**config.mk**
```make
export PLATFORM = sky130hd
export DESIGN_NAME = ex_muldiv
export DESIGN_NICKNAME = d
export VERILOG_FILES = /design/src/rtl/ex_muldiv.sv
export SDC_FILE = /design/constraint.sdc
export NUM_CORES = 1
export LEC_CHECK = 0
export CORE_ASPECT_RATIO = 0.8
export CORE_UTILIZATION = 60
export CTS_CLUSTER_SIZE = 30
export DETAILED_ROUTE_END_ITERATION = 8
export DONT_BUFFER_PORTS = 1
export GPL_TIMING_DRIVEN = 1
export MAX_ROUTING_LAYER = met4
export PLACE_DENSITY = 0.76
export SLEW_MARGIN = 10
export SYNTH_ARGS = -nofsm -noshare
export SYNTH_HDL_FRONTEND = slang
export SYNTH_SLANG_ARGS = --single-unit
export TNS_END_PERCENT = 100
```
**constraint.sdc**
```tcl
create_clock -name clk -period 10 [get_ports clk]
set_input_delay 2 -clock clk [delete_from_list [all_inputs] [get_ports clk]]
set_output_delay 2 -clock clk [all_outputs]
set_load 0.02 [all_outputs]
```
**src/rtl/ex_muldiv.sv**
```systemverilog
// ex_muldiv: iterative RV32M multiply/divide unit for the EX stage.
// Ports: clk, rst, start/op/rs1_data/rs2_data/rd_addr, flush -> busy, result_valid, result, result_rd.
module ex_muldiv #(
  parameter int XLEN = 32
) (
  input  logic            clk,
  input  logic            rst,
  input  logic            start,
  input  logic [2:0]      op,
  input  logic [XLEN-1:0] rs1_data,
  input  logic [XLEN-1:0] rs2_data,
  input  logic [4:0]      rd_addr,
  input  logic            flush,
  output logic            busy,
  output logic            result_valid,
  output logic [XLEN-1:0] result,
  output logic [4:0]      result_rd
);

  localparam int CW = $clog2(XLEN);
  localparam logic [CW-1:0] LAST = CW'(XLEN - 1);

  typedef enum logic [1:0] {
    IDLE,
    CALC,
    DONE
  } state_t;

  state_t            state;
  logic [CW-1:0]     cnt;
  logic [2:0]        op_q;
  logic [4:0]        rd_q;
  logic [XLEN-1:0]   a_mag;
  logic [XLEN-1:0]   b_mag;
  logic [2*XLEN-1:0] p;
  logic              neg_q;
  logic              rneg_q;

  // operand decode at accept
  logic            a_sgn, b_sgn, a_neg, b_neg;
  logic [XLEN-1:0] a_abs, b_abs;
  logic            div0, ovf;
  logic [XLEN-1:0] spec_res;

  assign a_sgn = (op == 3'b001) | (op == 3'b010) |
                 (op == 3'b100) | (op == 3'b110);
  assign b_sgn = (op == 3'b001) | (op == 3'b100) |
                 (op == 3'b110);
  assign a_neg = a_sgn & rs1_data[XLEN-1];
  assign b_neg = b_sgn & rs2_data[XLEN-1];
  assign a_abs = a_neg ? (~rs1_data + 1'b1) : rs1_data;
  assign b_abs = b_neg ? (~rs2_data + 1'b1) : rs2_data;

  assign div0 = op[2] & (rs2_data == '0);
  assign ovf  = op[2] & ~op[0] & (&rs2_data) &
                (rs1_data == {1'b1, {(XLEN-1){1'b0}}});

  // div0: q=all ones, r=A; overflow: q=A (min int), r=0
  always_comb begin
    spec_res = '0;
    if (div0)
      spec_res = op[1] ? rs1_data : '1;
    else
      spec_res = op[1] ? '0 : rs1_data;
  end

  // one shift-add step: p = {acc_hi, multiplier}
  logic [XLEN:0]     add_s;
  logic [2*XLEN-1:0] mul_nx;

  assign add_s  = {1'b0, p[2*XLEN-1:XLEN]} +
                  (p[0] ? {1'b0, a_mag} : '0);
  assign mul_nx = {add_s, p[XLEN-1:1]};

  // one restoring step: p = {remainder, dividend/quotient}
  logic [XLEN:0]     sh;
  logic              ge;
  logic [XLEN-1:0]   r_sub;
  logic [2*XLEN-1:0] div_nx;

  assign sh     = {p[2*XLEN-1:XLEN], p[XLEN-1]};
  assign ge     = sh >= {1'b0, b_mag};
  // true difference is below b_mag, so XLEN bits suffice
  assign r_sub  = sh[XLEN-1:0] - b_mag;
  assign div_nx = {ge ? r_sub : sh[XLEN-1:0],
                   p[XLEN-2:0], ge};

  // sign fix on the final step's value
  logic [2*XLEN-1:0] prod;
  logic [XLEN-1:0]   quo, rem;
  logic [XLEN-1:0]   calc_res;

  assign prod = neg_q ? (~mul_nx + 1'b1) : mul_nx;
  assign quo  = neg_q ? (~div_nx[XLEN-1:0] + 1'b1)
                      : div_nx[XLEN-1:0];
  assign rem  = rneg_q ? (~div_nx[2*XLEN-1:XLEN] + 1'b1)
                       : div_nx[2*XLEN-1:XLEN];

  always_comb begin
    calc_res = '0;
    unique case (op_q)
      3'b000:                 calc_res = prod[XLEN-1:0];
      3'b001, 3'b010, 3'b011: calc_res = prod[2*XLEN-1:XLEN];
      3'b100, 3'b101:         calc_res = quo;
      default:                calc_res = rem;
    endcase
  end

  always_comb begin
    if (rst)
      busy = start & ~flush;
    else
      busy = (start & ~flush & (state != CALC)) |
             (state == CALC);
  end

  always_ff @(posedge clk) begin
    if (rst) begin
      state        <= IDLE;
      cnt          <= '0;
      op_q         <= '0;
      rd_q         <= '0;
      a_mag        <= '0;
      b_mag        <= '0;
      p            <= '0;
      neg_q        <= 1'b0;
      rneg_q       <= 1'b0;
      result       <= '0;
      result_rd    <= '0;
      result_valid <= 1'b0;
    end else begin
      result_valid <= 1'b0;
      if (flush) begin
        state <= IDLE;
        cnt   <= '0;
      end else begin
        unique case (state)
          IDLE, DONE: begin
            if (start) begin
              op_q   <= op;
              rd_q   <= rd_addr;
              a_mag  <= a_abs;
              b_mag  <= b_abs;
              neg_q  <= a_neg ^ b_neg;
              rneg_q <= a_neg;
              cnt    <= '0;
              p      <= op[2] ? {{XLEN{1'b0}}, a_abs}
                              : {{XLEN{1'b0}}, b_abs};
              if (div0 | ovf) begin
                state        <= DONE;
                result       <= spec_res;
                result_rd    <= rd_addr;
                result_valid <= 1'b1;
              end else begin
                state <= CALC;
              end
            end else begin
              state <= IDLE;
            end
          end
          CALC: begin
            p   <= op_q[2] ? div_nx : mul_nx;
            cnt <= cnt + 1'b1;
            if (cnt == LAST) begin
              state        <= DONE;
              cnt          <= '0;
              result       <= calc_res;
              result_rd    <= rd_q;
              result_valid <= 1'b1;
            end
          end
          default: state <= IDLE;
        endcase
      end
    end
  end

endmodule

```
==> reports/qor.yml <==
status: "finished clean"
drive_gt1_frac: 0.0499
instances_no_fill: 2861
critPathCaptureType: "flip-flop"
vias: 20900
cts_max_level: 4
drt-total-wl_mm: 78.3
fp.dieW_um: 198
grt_pass1_vias: 18900
clockRootBuffer: "clkbuf_16"
arrival_ns: 6.29
slew_viol_final: 0
overflow: 0
rows: 57
drtIter0Drc: 3834
worstMarginPinSlew_ns: 1.38
first_pass_iters: 7
yosys.area.top_type: "dfxtp_1"
synth_edf_count: 0
floorplan.initialDensity: 0.608
regToRegSetupSlack_ns: 4.10
synth_ff_type: "dfxtp_1"
skew_ns: 0.0142
antenna_found_initial: 1
ioPinCount: 115
nets: 2582
grtUsageTotal: 0.505
ys_seq_area_frac: 0.199
cts_sinks: 183
path_max_fanout: 9
hpwl_mm: 59.4
syn_inst: 2571
clock_latency_ns: 0.48
syn_to_final_growth_pct: 3.65
postLayoutCoreUtil: 0.630
clk_pin_slew_ns: 0.09
leakagePower_nw: 6.89
maxCapViolCount: 0
ys_warn_count: 0
crit_type: "reg -> reg"
p_per_area_nw_per_um2: 121
seq_area_um2: 3670
holdBufCountCts: 0
post_cts_buffers: 0
yosysUniqueCellTypes: 99
setup_viol: 0
min_path_type: "reg -> reg"
multiInputGateArea_um2: 13800
ir_worst_vdd_mv: 0.140
tns_ns: 0
required_ns: 10.39
fmax_mhz: 170
hold-worst-slack_ns: 0.458
num-fill-cells: 2794
ys_ff_latch: 183
port-buffer-count: 0
synthTopCellsByArea: "dfxtp_1 (20%), nor2_1 (6.5%), xnor2_1 (5.5%)"
syn_area_um2: 18400
core_um2: 30300
grt_max_degree: 178
syn_area_per_cell_um2: 7.17
slew_headroom: 0.0713
dp_slack_ns: 4.01
synth_top_area_share: 0.199
grt_pass1_wl_mm: 116
drcViolationCount: 0
cts_tree: "built"
numCtsBuffers: 17
syn_nets: 2721
wl_per_cell_um: 27.4
dp.cells: 2826
layout_setup_ws_ns: 4.10
vias_per_cell: 7.32
gp_congestion: 1.13
drtAntennaViolNets: 0
fin_crit_sh: 0.590
async_flop_share: 0
die_h_um: 159
die_area_um2: 31400
cts_buffer_depth: 2
finalCriticalPeriod_ns: 5.90
cts.repair.resized: 0
rsz0062_at_grt: "no"
hold_violations: 0
critPathLaunchType: "flip-flop"
==> worst max-delay path: stages, from the launching register on <==
cell	delay (ns)
dfxtp_1	0.52
ha_1	0.38
a21oi_1	0.32
o211ai_1	0.17
a221o_1	0.46
o211ai_4	0.35
nand2_2	0.15
mux2i_1	0.28
ha_1	0.26
a21boi_0	0.27
nand4b_1	0.14
a2111o_1	0.46
o32ai_1	0.43
nand4_1	0.48
or3_4	0.51
o31ai_2	0.26
xnor2_1	0.11
a221oi_2	0.25
==> power breakdown <==
part	switching, W	internal, W	total, W
Clock	0.000379	0.000377	0.000756
Combinational	0.000497	0.000238	0.000734
Sequential	0.0000580	0.000763	0.000821
Total	0.000933	0.00138	0.00231
==> cells by family after synthesis <==
group | Yosys count | share of synthesized area
and+or+nand+nor | 948 | 0.247
xor gates and xnor gates | 205 | 0.0974
buffers and inverters | 254 | 0.0546
AOI/OAI and AO/OA | 796 | 0.290
adders and majority gates | 93 | 0.0614
muxes | 92 | 0.0506
DFF | 183 | 0.199
==> registers in the layout, indices dropped and copies added, names as in the netlist, 2 cells and up <==
| signal | cells |
|---|---|
| result | 32 |
| p | 64 |
| b_mag | 32 |
| cnt | 5 |
| rd_q | 5 |
| a_mag | 32 |
| op_q | 3 |
| state | 2 |
| result_rd | 5 |
==> metrics by stage <==
stage / total power, W / area [um2]
2_1_floorplan: 0.00132 / 18400
3_3_place_gp: 0.00152 / 18500
3_5_place_dp: 0.00153 / 18500
4_1_cts: 0.00227 / 19100
5_1_grt: 0.00237 / 19100
6_report: 0.00231 / 19100
==> cells in the mapped netlist, drive strengths merged, types with 22 or more instances <==
cell and n:
nor2 318, xnor2 115, xor2 90, and2 50, a22oi 31, nor3 78, o21ai 145, ha 72
dfxtp 183, o211ai 36, nand3 43, nor4 35, a211oi 121, inv 65, nand2b 22, or3 31
clkbuf 148, nand4 40, buf 40, mux2i 83, nand2 241, a21oi 202, o31ai 37, a31oi 27
==> cell type report <==
cell class,instances,area share
Antenna cell,3,0.000393
Clock buffer,18,0.0236
Sequential cell,183,0.192
Inverter,66,0.0130
Clock inverter,14,0.00936
Tap cell,413,0.0270
Timing Repair Buffer,30,0.0118
Multi-Input combinational cell,2134,0.723
==> placed cells by master, fill, tap and decap left out, drive strengths merged, types with 22 or more instances in the layout <==
| master | synthesis | layout |
|---|---|---|
| a211oi | 121 | 121 |
| a21oi | 202 | 202 |
| a22oi | 31 | 31 |
| a31oi | 27 | 27 |
| and2 | 50 | 50 |
| buf | 40 | 30 |
| dfxtp | 183 | 183 |
| ha | 72 | 72 |
| inv | 65 | 74 |
| mux2i | 83 | 83 |
| nand2 | 241 | 241 |
| nand2b | 22 | 22 |
| nand3 | 43 | 43 |
| nand4 | 40 | 40 |
| nor2 | 318 | 318 |
| nor3 | 78 | 78 |
| nor4 | 35 | 35 |
| o211ai | 36 | 36 |
| o21ai | 145 | 145 |
| o31ai | 37 | 37 |
| or3 | 31 | 31 |
| xnor2 | 115 | 115 |
| xor2 | 90 | 90 |
==> path summary, 6_finish.rpt <==
check             startpoint    endpoint  depth (start not counted)
setup / recovery       p[41]  result[26]                         17
setup reg to reg       p[41]  result[26]                         17
hold reg to reg      rd_q[3]     rd_q[3]                          2
hold / removal       rd_q[3]     rd_q[3]                          2
==> layer usage <==
metal	wire length (um)	global-route usage	vias to the layer above
met4	5570	0.310	0
met2	31300	0.686	1660
met3	11300	0.142	338
met1	30200	0.654	9740
met5	0	-	-
li1	-	-	9202
(Power assumes the default switching activity.)
